[config.mk]
export PLATFORM = sky130hd
export DESIGN_NAME = uart_rsp_framer
export DESIGN_NICKNAME = d
export VERILOG_FILES = /design/src/rtl/uart_rsp_framer.sv
export SDC_FILE = /design/constraint.sdc
export NUM_CORES = 1
export LEC_CHECK = 0
export ABC_AREA = 0
export CAP_MARGIN = 30
export CORE_MARGIN = 2
export CORE_UTILIZATION = 51
export DETAILED_ROUTE_END_ITERATION = 8
export GPL_TIMING_DRIVEN = 0
export MAX_ROUTING_LAYER = met4
export PLACE_DENSITY = 0.8
export SYNTH_ARGS = -nofsm -noshare
export SYNTH_HDL_FRONTEND = slang
export SYNTH_SLANG_ARGS = --single-unit
[constraint.sdc]
create_clock -name clk -period 2.4 [get_ports clk]
set_clock_uncertainty 0.05 [all_clocks]
set_input_delay 0.72 -clock clk [delete_from_list [all_inputs] [get_ports clk]]
set_output_delay 0.72 -clock clk [all_outputs]
set_load 0.02 [all_outputs]
[src/rtl/uart_rsp_framer.sv]
// uart_rsp_framer: turns one register-file response into a byte frame
// (HEADER, status, addr, data MSB-first, XOR checksum) for a UART transmitter.
module uart_rsp_framer #(
  parameter logic [7:0] HEADER         = 8'hA5,
  parameter int         NUM_DATA_BYTES = 4
) (
  input  logic        clk,
  input  logic        rst_n,
  input  logic        rsp_valid,
  output logic        rsp_ready,
  input  logic [7:0]  rsp_status,
  input  logic [7:0]  rsp_addr,
  input  logic [31:0] rsp_data,
  output logic [7:0]  tx_data,
  output logic        tx_start,
  input  logic        tx_busy,
  output logic        frame_busy,
  output logic [15:0] frames_sent
);

  localparam int         DW       = 8 * NUM_DATA_BYTES;
  localparam logic [2:0] LAST_IDX = 3'(3 + NUM_DATA_BYTES);

  typedef enum logic [1:0] {IDLE, LOAD, SEND, WAIT} state_t;

  state_t          state_q, state_d;
  logic [2:0]      idx_q, idx_d;
  logic [7:0]      chk_q, chk_d;
  logic [7:0]      tx_data_q, tx_data_d;
  logic            tx_start_q, tx_start_d;
  logic            frame_busy_q, frame_busy_d;
  logic [15:0]     frames_sent_q, frames_sent_d;
  logic [7:0]      status_q;
  logic [7:0]      addr_q;
  logic [DW-1:0]   data_q;
  logic            cap_en;
  logic [7:0]      cur_byte;

  // Payload byte at a given frame position; the checksum slot is handled by LOAD.
  function automatic logic [7:0] frame_byte(input logic [2:0]    idx,
                                            input logic [7:0]    st,
                                            input logic [7:0]    ad,
                                            input logic [DW-1:0] d);
    logic [7:0] b;
    b = 8'h00;
    case (idx)
      3'd0:    b = HEADER;
      3'd1:    b = st;
      3'd2:    b = ad;
      default: begin
        for (int k = 0; k < NUM_DATA_BYTES; k++) begin
          if (idx == 3'(3 + k)) b = d[8*(NUM_DATA_BYTES-1-k) +: 8];
        end
      end
    endcase
    return b;
  endfunction

  assign cur_byte    = frame_byte(idx_q, status_q, addr_q, data_q);
  assign rsp_ready   = (state_q == IDLE);
  assign tx_data     = tx_data_q;
  assign tx_start    = tx_start_q;
  assign frame_busy  = frame_busy_q;
  assign frames_sent = frames_sent_q;

  // Next-state and output logic of the framing FSM.
  always_comb begin
    state_d       = state_q;
    idx_d         = idx_q;
    chk_d         = chk_q;
    tx_data_d     = tx_data_q;
    tx_start_d    = 1'b0;
    frame_busy_d  = frame_busy_q;
    frames_sent_d = frames_sent_q;
    cap_en        = 1'b0;
    case (state_q)
      IDLE: begin
        if (rsp_valid) begin
          cap_en       = 1'b1;
          idx_d        = 3'd0;
          chk_d        = 8'h00;
          frame_busy_d = 1'b1;
          state_d      = LOAD;
        end
      end
      LOAD: begin
        if (idx_q == LAST_IDX) begin
          tx_data_d = chk_q;
        end else begin
          tx_data_d = cur_byte;
          chk_d     = chk_q ^ cur_byte;
        end
        state_d = SEND;
      end
      SEND: begin
        if (!tx_busy) begin
          tx_start_d = 1'b1;
          state_d    = WAIT;
        end
      end
      WAIT: begin
        // tx_start_q masks the cycle in which tx_busy has not yet risen.
        if (!tx_start_q && !tx_busy) begin
          if (idx_q != LAST_IDX) begin
            idx_d   = idx_q + 3'd1;
            state_d = LOAD;
          end else begin
            frames_sent_d = frames_sent_q + 16'd1;
            frame_busy_d  = 1'b0;
            state_d       = IDLE;
          end
        end
      end
      default: state_d = IDLE;
    endcase
  end

  // Control and output registers with synchronous active-low reset.
  always_ff @(posedge clk) begin
    if (!rst_n) begin
      state_q       <= IDLE;
      idx_q         <= 3'd0;
      chk_q         <= 8'h00;
      tx_data_q     <= 8'h00;
      tx_start_q    <= 1'b0;
      frame_busy_q  <= 1'b0;
      frames_sent_q <= 16'd0;
    end else begin
      state_q       <= state_d;
      idx_q         <= idx_d;
      chk_q         <= chk_d;
      tx_data_q     <= tx_data_d;
      tx_start_q    <= tx_start_d;
      frame_busy_q  <= frame_busy_d;
      frames_sent_q <= frames_sent_d;
    end
  end

  // Response capture; frozen for the rest of the frame once taken.
  always_ff @(posedge clk) begin
    if (cap_en) begin
      status_q <= rsp_status;
      addr_q   <= rsp_addr;
      data_q   <= rsp_data[DW-1:0];
    end
  end

endmodule

After elaboration in Yosys (flattened, before gate mapping)
Index checks and enable logic that the tools add are counted.

Flip-flop bits (word level): 87. Input bits: 52. Output and inout port bits: 27. Logic and storage cells: 69.

$add $sub $neg: 2. Equal/unequal tests: 17. Mux-type cells: 25. Bitwise operators: 2. Reduce and logical (&&, ||, !) cells: 13.

Operators with widths (number): 8-bit 2-to-1 mux (7); 8-bit one-hot mux with 3 select lines (1); 16-bit by 1-bit adder with 16-bit output (second input constant) (1); 8-bit one-hot mux with 2 select lines (1); 3-bit == test (second input constant) (4); 2-bit inequality test (second input constant) (6); 3-bit 2-to-1 mux (3); 3-bit AND reduction (3); 2-bit one-hot mux with 4 select lines (1); 4-bit AND reduction (2); 8-bit XOR (1); 1-bit 2-to-1 mux (7); 3-bit by 2-bit == test with 1-bit output (second input constant) (2); 2-bit 2-to-1 mux (3); 3-bit one-hot mux with 2 select lines (1); 2-bit == test (second input constant) (2); 2-bit nonzero test (2); 3-bit by 1-bit adder with 3-bit output (second input constant) (1); 3-bit by 1-bit == test with 1-bit output (second input constant) (1); 3-bit logical NOT (1); 3-bit inequality test (second input constant) (1); 2-bit by 1-bit == test with 1-bit output (second input constant) (1); 1-bit logical NOT (2); 2-bit logical NOT (1); 4 further kinds (4).

Logic depth before layout (Yosys ltp)
Depth after elaboration: 9. Mapped depth: 10.

Worst setup path after synthesis
Ideal clock, no wire load.

Path kind: reg-to-reg. From: register state_q[0]. To: register addr_q[0] (enable). Library setup time: 402 ps. Data arrival time: 1827 ps. Required time: 1948 ps. Path slack: 121 ps. Cell stages (with the launch flop): 5. Cell sequence: dfxtp_1 inv_1 ha_1 nand2_1 inv_1.

Longest elaborated chain between the ends: 2.

RTL lines: start, declared (line 26) `state_t state_q, state_d;`; start signal, assigned (line 129) `state_q <= state_d;`; 2-bit logical NOT; via rsp_ready (line 10) `output logic rsp_ready,`; 1-bit 2-to-1 mux (line 76) `case (state_q)`; via cap_en (line 36) `logic cap_en;`; end signal, assigned (line 143) `addr_q <= rsp_addr;`; end, declared (line 34) `logic [7:0] addr_q;`.

The timed path passes the listed nets, and every way through them passes these cells. A chain may end at the register's enable or synchronous reset.

Worst setup path in the final report
From: register idx_q[2]. To: register chk_q[1].

Longest elaborated chain between the ends: 9. Elaborated cells on any way between the ends: 18.

RTL lines: start, declared (line 27) `logic [2:0] idx_q, idx_d;`; start signal, assigned (line 130) `idx_q <= idx_d;`; 3-bit by 2-bit == test with 1-bit output (line 52) `if (idx == 3'(3 + k)) b = d[8*(NUM_DATA_BYTES-1-k) +: 8];`; 8-bit 2-to-1 mux (4 in a row) (line 52); 8-bit one-hot mux with 3 select lines (line 46) `case (idx)`; 8-bit XOR (line 91) `chk_d = chk_q ^ cur_byte;`; 8-bit 2-to-1 mux (line 87) `if (idx_q == LAST_IDX) begin`; 8-bit one-hot mux with 2 select lines (line 76); end signal, assigned (line 131) `chk_q <= chk_d;`; end, declared (line 28) `logic [7:0] chk_q, chk_d;`.

Several ways; a longest one is shown, not always the timed one. The select of a mux whose other input is x is not followed.

==> impl_metrics.ini <==
[route]
drcViolationCount = 0
vias = 2876
first_pass_iters = 4
routed-wl-met2_um = 4000
wirelength_um = 8370
ant_nets = 0
avgRoutedWirePerCell_um = 15.9
wl_met1_um = 3820
top_layer_used = met4
avgViaCountPerCell = 5.47
dr_wl_met3_um = 417
first_iter_violations = 101

[final_layout]
final_common_cell = clkdlybuf4s50_1
diodes = 0
nets = 485
area_delta_synth_final_pct = 30.4
final_cell_mix = clkdlybuf4s50_1, edfxtp_1, dfxtp_1
final_area_um2 = 5030
drive_gt1_share_pct = 12.6

[floorplan]
initial_core_util_pct = 52.9
die_w_um = 91.0
rows = 31
io_pins = 79
core_area_um2 = 7290
die_h_um = 91.0
die-area_um2 = 8270

[cts]
root_buffer = clkbuf_8
cts_buffers = 9
path_clk_slew_ns = 0.08
clockBufferDepth = 2
insertion_delay_ns = 0.36
cts_tree = built
htreeDepth = 3
cts.sinks = 87

[synth]
syn_inst = 334
synthesis.nets = 397
yosysWarnings = 0
synth_enable_flop_cells = 48
ys_types = 44
ys_seq_area_share_pct = 57.6
synth-seq-cells = 87
synth_flop_cell = edfxtp_1
synthArstFlopShare_pct = 0
synth_area_um2 = 3860
synth_area_per_cell_um2 = 11.5

[hold_path]
worstHoldPathType = reg2reg
holdCritStartpoint = chk_q[5]

[worst_setup_path]
timing.rr.start = idx_q[2]
cp.required_ns = 2.64
crit_type = reg2reg
critical_path.endpoint_type = flip-flop
arrival_ns = 2.55
worst_setup_path_start_kind = flip-flop
worstPathMaxFanout = 10
startpoint = idx_q[2]

[sta]
timing.final.crit_period_ns = 2.32
tightestPinTransition_ns = 0.973
fmax_mhz = 432
fin_ws_ns = 0.0827
min_period_over_period_pct = 96.6
slew_violations = 0
holdWs_ns = 0.440
setup_violations = 0
setup_tns_ns = 0
slew_headroom_pct = 35.1
hold_viol_final = 0

[pwr]
irDropWorstVdd_v = 0.000396
clkPwrFrac_pct = 22.2
fin_total_pwr_w = 0.00402
power_density_nw_per_um2 = 799
p_sw_share_pct = 31.4
p_leak_nw = 1.78
p_seq_share_pct = 50.8
pwr-share-comb_pct = 27.0
netSwitchingPower_w = 0.00126
internal_power_w = 0.00276

[global_route]
grt_use_total_pct = 21.3
grt_pass1_wl_um = 13600
grt_max_degree = 49
grt_overflow_total = 0
grt_antenna_before_repair = 0
grt_pass1_vias = 2825

[status]
outcome = finished, final reports clean

[place]
routabilityCongestion = 0.783
placed_area_um2 = 4760
numPortBuffers = 78
post-place-ws_ns = -0.321
hpwl_um = 5910

[run]
cap_violations = 0
==> cells in the mapped netlist (all sizes together) (2+ instances only) <==
master / n / share of area [%]
edfxtp: 48 / 37
dfxtp: 39 / 20
nand2: 27 / 2.6
o21ai: 18 / 2.4
and2: 16 / 2.6
nor2b: 15 / 2.4
or3: 13 / 2.1
xnor2: 13 / 3.0
a21oi: 12 / 1.6
ha: 11 / 3.6
buf: 10 / 1.8
clkbuf: 9 / 0.91
nor3b: 9 / 1.8
a221oi: 8 / 1.8
a31oi: 8 / 1.3
o31ai: 8 / 1.6
inv: 7 / 0.68
nand3: 7 / 0.91
nor2: 7 / 0.81
nand4: 6 / 0.97
or2: 5 / 0.81
a2111oi: 4 / 1.9
a211oi: 4 / 0.78
a22o: 4 / 0.91
mux2i: 4 / 1.0
nor4: 4 / 0.65
or4: 4 / 0.78
and3: 3 / 0.49
and4: 2 / 0.45
nand2b: 2 / 0.32
==> final timing paths <==
| check | slack, ns | to | depth (start not counted) |
|---|---|---|---|
| max | 0.08 | chk_q[1] | 9 |
| min | 0.44 | tx_data[5] | 2 |
| max reg2reg | 0.08 | chk_q[1] | 9 |
| min reg2reg | 0.44 | tx_data[5] | 2 |
==> cell families after synthesis <==
family                   after synthesis  synth area share, %
XOR/XNOR                              14                 3.18
adder cells (fa/ha/maj)               11                 3.57
multiplexers                           4                 1.04
AND/OR/NAND/NOR                      122                 18.2
flip-flops                            87                 57.6
buffers and inverters                 26                 3.34
AO/OA/AOI/OAI                         70                 13.1
==> critical path: stages (launching register included) <==
cell and delay, ns:
dfxtp_2 0.37, clkbuf_4 0.20, inv_1 0.09, ha_1 0.14
buf_4 0.16, nand2_1 0.10, a2111oi_4 0.38, a211oi_2 0.11
or4_1 0.51, a21oi_1 0.14
==> repair_timing <==
item | 4_1_cts | 5_1_grt
hold buffers | 0 | 0
gates resized for setup | 7 | 18
buffers inserted | 0 | 0
endpoints found under the setup margin | 11 | 20
pin swaps | 0 | 3
==> layer usage <==
layer	global-route usage (%)	vias to the layer above
met5	-	-
met4	7.58	0
met3	4.23	11
met2	33.1	87
met1	27.9	1363
li1	-	1415
==> state kept, by name, summed over array words and instances (netlist names) <==
signal,count
frame_busy,1
tx_start,1
status_q,8
chk_q,8
data_q,32
idx_q,3
tx_data,8
frames_sent,16
state_q,2
addr_q,8
==> power groups by stage <==
stage | clock network [W] | logic [W] | registers (W)
floorplan | 0 | 0.000623 | 0.00212
global placement | 0 | 0.00103 | 0.00207
detailed placement | 0 | 0.00107 | 0.00207
CTS | 0.000907 | 0.00107 | 0.00204
global route | 0.000962 | 0.00121 | 0.00208
finish | 0.000892 | 0.00108 | 0.00204
==> area by class of cell <==
| class | instances | area (um2) |
|---|---|---|
| fillers | 555 | 2260 |
| flip-flops and latches | 87 | 2220 |
| multi-input cells | 221 | 1600 |
| repair buffers | 78 | 779 |
| clock buffers | 10 | 128 |
| well taps | 99 | 124 |
| plain buffers | 18 | 109 |
| clock inverters | 6 | 37.5 |
| inverters | 7 | 26.3 |
==> through the flow <==
step	cells	utilization, %
floorplan	334	-
global placement	511	65.3
detailed placement	511	65.3
CTS	526	67.9
global route	526	69.0
finish	526	69.0
(Power assumes the default switching activity.)
